`config.mk`:
```
export PLATFORM = sky130hd
export DESIGN_NAME = regfile_wb_arbiter
export DESIGN_NICKNAME = d
export VERILOG_FILES = /design/src/rtl/regfile_wb_arbiter_pkg.sv /design/src/rtl/regfile_wb_arbiter_picker.sv /design/src/rtl/regfile_wb_arbiter.sv
export SDC_FILE = /design/constraint.sdc
export NUM_CORES = 1
export LEC_CHECK = 0
export ABC_CLOCK_PERIOD_IN_PS = 4500
export CAP_MARGIN = 20
export CORE_ASPECT_RATIO = 0.9
export CORE_MARGIN = 5
export CORE_UTILIZATION = 55
export DETAILED_ROUTE_END_ITERATION = 7
export PLACE_DENSITY = 0.86
export SYNTH_ARGS = -nofsm -noshare
export SYNTH_HDL_FRONTEND = slang
export SYNTH_SLANG_ARGS = --single-unit
```
`constraint.sdc`:
```
create_clock -name clk -period 4.5 [get_ports clk]
set_input_delay 1.125 -clock clk [delete_from_list [all_inputs] [get_ports clk]]
set_output_delay 1.125 -clock clk [all_outputs]
set_load 0.1 [all_outputs]
```
`src/rtl/regfile_wb_arbiter_pkg.sv`:
```
// Shared widths, overflow-control encodings and the holding-buffer entry
// layout for the register-file write-back arbiter.
package regfile_wb_arbiter_pkg;
  localparam int NREQ      = 3;
  localparam int REG_IDX_W = 5;
  localparam int DATA_W    = 32;

  localparam logic [1:0] OFC_NONE = 2'b00;
  localparam logic [1:0] OFC_CLR  = 2'b10;
  localparam logic [1:0] OFC_SET  = 2'b11;

  typedef struct packed {
    logic [REG_IDX_W-1:0] rd;
    logic [DATA_W-1:0]    data;
    logic [1:0]           ovf;
  } wb_entry_t;

  function automatic int ptr_w(input int n);
    return (n > 1) ? $clog2(n) : 1;
  endfunction
endpackage

```
`src/rtl/regfile_wb_arbiter_picker.sv`:
```
// Combinational grant selection: same-register age filter, then round-robin
// over the surviving occupied buffers starting at ptr.
module wb_grant_picker
  import regfile_wb_arbiter_pkg::*;
#(
  parameter int N = regfile_wb_arbiter_pkg::NREQ,
  localparam int PW = ptr_w(N)
) (
  input  logic [N-1:0]                occ,
  input  logic [N-1:0][REG_IDX_W-1:0] regs,
  input  logic [N-1:0][N-1:0]         older,
  input  logic [PW-1:0]               ptr,
  output logic                        gnt_vld,
  output logic [PW-1:0]               gnt_idx,
  output logic [N-1:0]                gnt
);
  logic [N-1:0] elig;

  // older[j][i] set means buffer j arrived before buffer i
  always_comb begin
    elig = occ;
    for (int i = 0; i < N; i++)
      for (int j = 0; j < N; j++)
        if (j != i && occ[j] && regs[j] == regs[i] && older[j][i])
          elig[i] = 1'b0;
  end

  always_comb begin
    logic [PW:0] sum;
    gnt_vld = 1'b0;
    gnt_idx = '0;
    gnt     = '0;
    sum     = '0;
    for (int k = 0; k < N; k++) begin
      sum = {1'b0, ptr} + (PW+1)'(k);
      if (sum >= (PW+1)'(N)) sum = sum - (PW+1)'(N);
      if (!gnt_vld && elig[sum[PW-1:0]]) begin
        gnt_vld = 1'b1;
        gnt_idx = sum[PW-1:0];
      end
    end
    if (gnt_vld) gnt[gnt_idx] = 1'b1;
  end
endmodule

```
`src/rtl/regfile_wb_arbiter.sv`:
```
// Write-back arbiter: one holding buffer per requester, in-order per
// destination register, round-robin across registers, one write per clock.
module regfile_wb_arbiter
  import regfile_wb_arbiter_pkg::*;
#(
  parameter int NREQ = regfile_wb_arbiter_pkg::NREQ
) (
  input  logic                           clk,
  input  logic                           rst,
  input  logic [NREQ-1:0]                req_valid,
  output logic [NREQ-1:0]                req_ready,
  input  logic [NREQ-1:0][REG_IDX_W-1:0] req_reg,
  input  logic [NREQ-1:0][DATA_W-1:0]    req_data,
  input  logic [NREQ-1:0][1:0]           req_ovf,
  output logic                           regwrite,
  output logic [REG_IDX_W-1:0]           wrreg,
  output logic [DATA_W-1:0]              wrdata,
  output logic [1:0]                     of_control,
  output logic [(1<<REG_IDX_W)-1:0]      pend_mask
);
  localparam int PW = ptr_w(NREQ);

  wb_entry_t [NREQ-1:0]           ent;
  logic [NREQ-1:0]                occ;
  logic [NREQ-1:0][NREQ-1:0]      older;
  logic [NREQ-1:0][REG_IDX_W-1:0] ent_rd;
  logic [PW-1:0]                  ptr;
  logic [PW-1:0]                  gnt_idx;
  logic                           gnt_vld;
  logic [NREQ-1:0]                gnt;
  logic [NREQ-1:0]                arrive;
  wb_entry_t                      g_ent;

  // Ready never looks at req_valid, so no loop through the requester.
  assign req_ready = ~occ | gnt;
  assign arrive    = req_valid & req_ready;
  assign g_ent     = ent[gnt_idx];

  always_comb begin
    for (int i = 0; i < NREQ; i++) ent_rd[i] = ent[i].rd;
  end

  wb_grant_picker #(.N(NREQ)) u_picker (
    .occ     (occ),
    .regs    (ent_rd),
    .older   (older),
    .ptr     (ptr),
    .gnt_vld (gnt_vld),
    .gnt_idx (gnt_idx),
    .gnt     (gnt)
  );

  always_ff @(posedge clk or negedge rst) begin
    if (!rst) begin
      occ   <= '0;
      ent   <= '0;
      older <= '0;
    end else begin
      for (int i = 0; i < NREQ; i++) begin
        if (arrive[i]) begin
          occ[i] <= 1'b1;
          ent[i] <= '{rd: req_reg[i], data: req_data[i], ovf: req_ovf[i]};
        end else if (gnt[i]) begin
          occ[i] <= 1'b0;
        end
      end
      // A new arrival is younger than everything held; simultaneous arrivals
      // order by index. Bits for empty buffers are don't-care.
      for (int i = 0; i < NREQ; i++)
        for (int j = 0; j < NREQ; j++)
          if (i != j) begin
            if (arrive[i] && arrive[j]) older[i][j] <= (i < j);
            else if (arrive[i])         older[i][j] <= 1'b0;
            else if (arrive[j])         older[i][j] <= 1'b1;
          end
    end
  end

  always_ff @(posedge clk or negedge rst) begin
    if (!rst) begin
      ptr        <= '0;
      regwrite   <= 1'b0;
      wrreg      <= '0;
      wrdata     <= '0;
      of_control <= OFC_NONE;
    end else if (gnt_vld) begin
      ptr        <= (gnt_idx == PW'(NREQ-1)) ? '0 : gnt_idx + 1'b1;
      regwrite   <= |g_ent.rd;
      wrreg      <= g_ent.rd;
      wrdata     <= g_ent.data;
      of_control <= (|g_ent.rd) ? g_ent.ovf : OFC_NONE;
    end else begin
      regwrite   <= 1'b0;
      of_control <= OFC_NONE;
    end
  end

  // regwrite is low for $0 writes, so it doubles as the output-stage valid here.
  always_comb begin
    pend_mask = '0;
    for (int i = 0; i < NREQ; i++)
      if (occ[i]) pend_mask[ent[i].rd] = 1'b1;
    if (regwrite) pend_mask[wrreg] = 1'b1;
    pend_mask[0] = 1'b0;
  end
endmodule

```
# Word level (Yosys, flattened, before mapping)
# Index checks and enable logic that the tools add are counted.
[totals]
word_cells = 152
out_inout_bits = 75
register_bits = 168
in_bits = 122
[classes]
addsub = 6
n_bitwise = 6
order_cmp = 16
mux = 63
eq_ne = 7
reduce_logical = 31
[op_table]
columns = ["op", "count"]
rows = [
  ["32-bit 2-to-1 mux", 4],
  ["32-bit OR", 3],
  ["39-bit binary-select mux with 2-bit select", 1],
  ["1-bit 2-to-1 mux", 39],
  ["39-bit 2-to-1 mux", 1],
  ["5-bit == test", 6],
  ["5-bit by 6-bit less-than comparator with 1-bit output (second input constant)", 4],
  ["1-bit logical AND", 22],
  ["1-bit demux with 5-bit select", 4],
  ["5-bit by 1-bit >= comparator with 1-bit output (second input constant)", 4],
  ["2-bit 2-to-1 mux", 9],
  ["2-bit by 3-bit less-than comparator with 1-bit output (second input constant)", 4],
  ["3-bit nonzero test", 3],
  ["1-bit binary-select mux with 2-bit select", 3],
  ["3-bit by 2-bit >= comparator with 1-bit output (second input constant)", 2],
  ["2-bit nonzero test", 3],
  ["2-bit subtractor (second input constant)", 3],
  ["5-bit OR reduction", 1],
  ["2-bit by 1-bit adder with 3-bit output (second input constant)", 1],
  ["2-bit by 2-bit adder with 3-bit output (second input constant)", 1],
  ["3-bit AND", 1],
  ["3-bit 2-to-1 mux", 1],
  ["3-bit NOT", 1],
  ["3-bit OR", 1],
  ["other kinds (6)", 7],
]

# Longest topological paths before layout
[logic_depth]
ltp_word = 24
ltp_mapped = 11

# Cells and area by module
# From an unflattened synthesis, not the netlist that was laid out.
[hier_totals]
cells_unflattened = 745
hier_area_um2 = 8655.8
[by_module_without_submodules]
columns = ["module", "instances", "seq_area_each_um2", "cells_per_inst", "area_each_um2"]
rows = [
  ["regfile_wb_arbiter", 1, 4204.0, 677, 8187.9],
  ["wb_grant_picker", 1, 0.0, 68, 467.9],
]

# Least setup slack after synthesis
# OpenSTA, ideal clock, no wires.
[synth_timing]
path_kind = "register to output"
start = "register regwrite"
end = "output port pend_mask[28]"
required_time_ps = 3375
setup_slack_ps = 201
arrival_ps = 3174
path_stages_with_launch = 4
cell_sequence = "dfrtp_1 or3b_2 clkbuf_1 o221ai_1"
[synth_between]
elab_chain_len = 1
[synth_lines]
columns = ["element", "line_no", "source"]
rows = [
  ["from (decl)", "regfile_wb_arbiter.sv:15", "output logic regwrite,"],
  ["from (signal assigned)", "regfile_wb_arbiter.sv:88", "regwrite <= |g_ent.rd;"],
  ["32-bit 2-to-1 mux", "regfile_wb_arbiter.sv:103", "if (regwrite) pend_mask[wrreg] = 1'b1;"],
  ["to (decl)", "regfile_wb_arbiter.sv:19", "output logic [(1<<REG_IDX_W)-1:0] pend_mask"],
]
# No other way between the ends.

# Worst setup path after layout
[layout_timing]
start = "register ent[36] (netlist name)"
end = "output port req_ready[1]"
[layout_between]
elab_chain_len = 20
elab_cells_between_ends = 41
classes_between = "order compare: 2; eq/ne: 4; mux: 21; bitwise: 1; reduce/logical: 13"
[layout_lines]
columns = ["element", "line_no", "source"]
rows = [
  ["from (decl)", "regfile_wb_arbiter.sv:23", "wb_entry_t [NREQ-1:0] ent;"],
  ["from (signal, indexed assignment)", "regfile_wb_arbiter.sv:62", "ent[i] <= '{rd: req_reg[i], data: req_data[i], ovf: req_ovf[i]};"],
  ["5-bit == test", "regfile_wb_arbiter_picker.sv:24", "if (j != i && occ[j] && regs[j] == regs[i] && older[j][i])"],
  ["1-bit logical AND (2 in series)", "regfile_wb_arbiter_picker.sv:24", ""],
  ["1-bit 2-to-1 mux (2 in series)", "regfile_wb_arbiter_picker.sv:24", ""],
  ["1-bit binary-select mux with 2-bit select", "regfile_wb_arbiter_picker.sv:37", "if (!gnt_vld && elig[sum[PW-1:0]]) begin"],
  ["1-bit 2-to-1 mux (implied by the code)", "regfile_wb_arbiter_picker.sv:37", ""],
  ["1-bit 2-to-1 mux", "regfile_wb_arbiter_picker.sv:37", ""],
  ["1-bit logical NOT", "regfile_wb_arbiter_picker.sv:37", ""],
  ["1-bit logical AND", "regfile_wb_arbiter_picker.sv:37", ""],
  ["(+2 left out)", "-", ""],
  ["1-bit logical AND", "regfile_wb_arbiter_picker.sv:37", ""],
  ["2-bit 2-to-1 mux", "regfile_wb_arbiter_picker.sv:37", ""],
  ["2-bit by 3-bit less-than comparator with 1-bit output (implied by the code) or 2-bit by 1-bit >= comparator with 1-bit output (tied branches)", "regfile_wb_arbiter_picker.sv:42", "if (gnt_vld) gnt[gnt_idx] = 1'b1;"],
  ["1-bit logical AND (implied by the code)", "regfile_wb_arbiter_picker.sv:42", ""],
  ["1-bit 2-to-1 mux (implied by the code)", "regfile_wb_arbiter_picker.sv:42", ""],
  ["1-bit demux with 2-bit select", "-", ""],
  ["3-bit 2-to-1 mux *", "regfile_wb_arbiter_picker.sv:42", ""],
  ["3-bit OR *", "regfile_wb_arbiter.sv:35", "assign req_ready = ~occ | gnt;"],
  ["to (decl)", "regfile_wb_arbiter.sv:11", "output logic [NREQ-1:0] req_ready,"],
]
# Every way passes the cells marked *; elsewhere a longest branch is shown, timed or not. The select of a mux whose other input is x is not followed.

==> results.ini <==
[route]
wirelength_um = 24600
detailedRoute.firstPassIterationCount = 6
drt_iter0_drc = 556
via_per_inst = 6.13
drcViolationCount = 0
vias = 6909
wl_per_cell_um = 21.8
ant_nets = 0

[global_route]
grt_pass1_vias = 7073
met3_usage_pct = 7.56
grt_use_met1_pct = 35.7
grt_usage_pct = 27.0
grt_remaining_overflow = 0
grt_max_degree = 73
grt_first_pass_wirelength_um = 38600
grt-busiest-layer = met2
grt_use_met2_pct = 43.7
antenna_found_initial = 0

[synthesis]
synth_fp_nets = 880
synth.avg_cell_area_um2 = 11.5
synthTopCellsByArea = dfrtp_1, mux2_1, mux2_4, a22oi_1, nand3_1
syn_inst = 756
yosys-top-cells-count = dfrtp_1, nand3_1, mux2_1, nand2_1, a22oi_1
yosysMostFrequentCell = dfrtp_1
async_flop_share_pct = 100
netlist_area_mm2 = 0.00866
yosys_warnings = 0
synth-edff-count = 0
synth_seq_cells = 168
synthDistinctLibCells = 66
synth_top_area_cell = dfrtp_1
synth_flop_cell = dfrtp_1
synth_top_area_share_pct = 48.6
synth_seq_area_share_pct = 48.6

[timing]
hold_viol_final = 0
slew_viol_final = 0
skew_ps = 20.8
finalSetupTns_ps = 0
finalSetupViolations = 0
relSlewSlack_pct = 30.5
finalCritPeriodShare_pct = 91.1
rsz0062_at_grt = false
worst_pin_slew_ps = 1040
period_needed_ps = 4100
max_freq_ghz = 0.244

[die]
die_w_um = 142
placementRows = 43
fp.dieArea_mm2 = 0.0184
ioPinCount = 197
die_h_um = 129
initial_utilization_pct = 56.1
fp.coreArea_mm2 = 0.0154

[finish]
fillers = 1047
antenna_cells = 0
finish.net_count = 1036
drive_gt1_share_pct = 17.6
register_area_mm2 = 0.00420
multi_input_area_mm2 = 0.00407
syn_to_final_growth_pct = 29.6

[clocking]
cts_hold_buf = 0
clock-sinks = 168
insertion_delay_ps = 440
numCtsBuffers = 17
cts_resized = 0
cts_tree = built
cts_setup_buffers = 0
cts_root_buffer = clkbuf_16
clockBufferDepth = 2
htreeDepth = 4
cts.clk_slew.worst_paths_ps = 70

[worst_setup_path]
path_max_fanout = 19
r2r_start = ent[36]
slowest_delay_ps = 670
cp.arrival_ps = 2970
worstPathRequired_ps = 3380
crit_chain = xor2_1, nor4_2, a211oi_2, a211oi_4, and2_1, nand2_1, nand2_1, buf_4
cp-startpoint = ent[36]
setup.worst_path.end_class = output port
slowest_stage = dfrtp_1
path_common_cell = nand2_1
critical_path_class = register to output port
worst_setup_path_start_kind = register

[flow_run]
maxCapViolCount = 0

[placement]
place_congestion = 0.993
numPortBuffers = 195
dpl.hpwl_um = 16900

[hold_path]
min-delay-start = older[1]
min_path_type = register to register

[status]
status = complete, no violations

-- layer usage --
layer / up-vias / share of wire, %
met5: - / 0
met4: 0 / 2.4
met3: 39 / 9.8
met2: 353 / 47
met1: 3422 / 41
li1: 3095 / -
-- cell usage in the layout (no fill, tap or decap), types with 8 or more instances in the layout --
cell type,n
a221o_1,10
a22oi_1,51
and2_1,8
and3b_1,8
buf_4,41
clkbuf_16,17
clkdlybuf4s50_1,160
dfrtp_1,168
inv_1,10
mux2_1,68
mux2_2,13
mux2_4,36
nand2_1,62
nand3_1,72
nand3b_1,9
nor2_1,17
nor3b_1,9
o221ai_1,19
o22ai_1,11
or3b_2,8
xor2_1,10
-- stage by stage --
| stage | cell area (µm²) | setup WS (ps) | std cells | hold WS (ps) | utilization [%] |
|---|---|---|---|---|---|
| 6_report | 11200 | 401 | 1127 | 482 | 72.7 |
| 5_1_grt | 11200 | 229 | 1127 | 499 | 72.7 |
| 4_1_cts | 11200 | 402 | 1127 | 484 | 72.7 |
| 3_5_place_dp | 10600 | 881 | 1095 | 469 | 68.6 |
| 3_3_place_gp | 10600 | 979 | 1095 | 466 | 68.6 |
| 2_1_floorplan | 8660 | 201 | 756 | 450 | - |
-- flip-flops by register name, indices dropped and copies added, names as in the netlist --
signal and flops:
ent 117, occ 3, of_control 2, older 6, ptr 2, regwrite 1
wrdata 32, wrreg 5
-- layout make-up --
cell class | instances | area share (%)
well taps | 202 | 2.25
flip-flops and latches | 168 | 37.5
clock inverters | 14 | 1.83
multi-input cells | 507 | 36.3
inverters | 11 | 0.368
repair buffers | 207 | 18.0
clock buffers | 18 | 3.82
-- cells by family after synthesis --
| kind of cell | count (synthesis) | synth area share [%] |
|---|---|---|
| other | 1 | 0.0433 |
| buffers and inverters | 81 | 4.88 |
| XOR/XNOR | 15 | 1.69 |
| adder cells (fa/ha/maj) | 3 | 0.405 |
| AO/OA/AOI/OAI | 140 | 13.2 |
| flip-flops | 168 | 48.6 |
| multiplexers | 117 | 16.8 |
| AND/OR/NAND/NOR | 231 | 14.4 |
-- worst max-delay path, delay by kind of cell, from the launching register on --
family	cells	cell delay, ps
compound gates	2	570
xor+xnor	1	200
buf+inv	1	300
flops	1	670
simple gates	4	790
-- path summary, 6_finish.rpt --
kind / to / slack (ps) / cells past startpoint
min in group asynchronous: ent[14] / 670 / 1
setup / recovery: req_ready[1] / 400 / 8
setup reg to reg: ent[104] / 960 / 10
max in group asynchronous: wrdata[22] / 2960 / 2
hold / removal: older[1] / 480 / 1
hold reg to reg: older[1] / 480 / 1
Power is left out: the tool's default activity adds up to more than one toggle a clock period on the data nets, which glitch-free logic cannot reach.
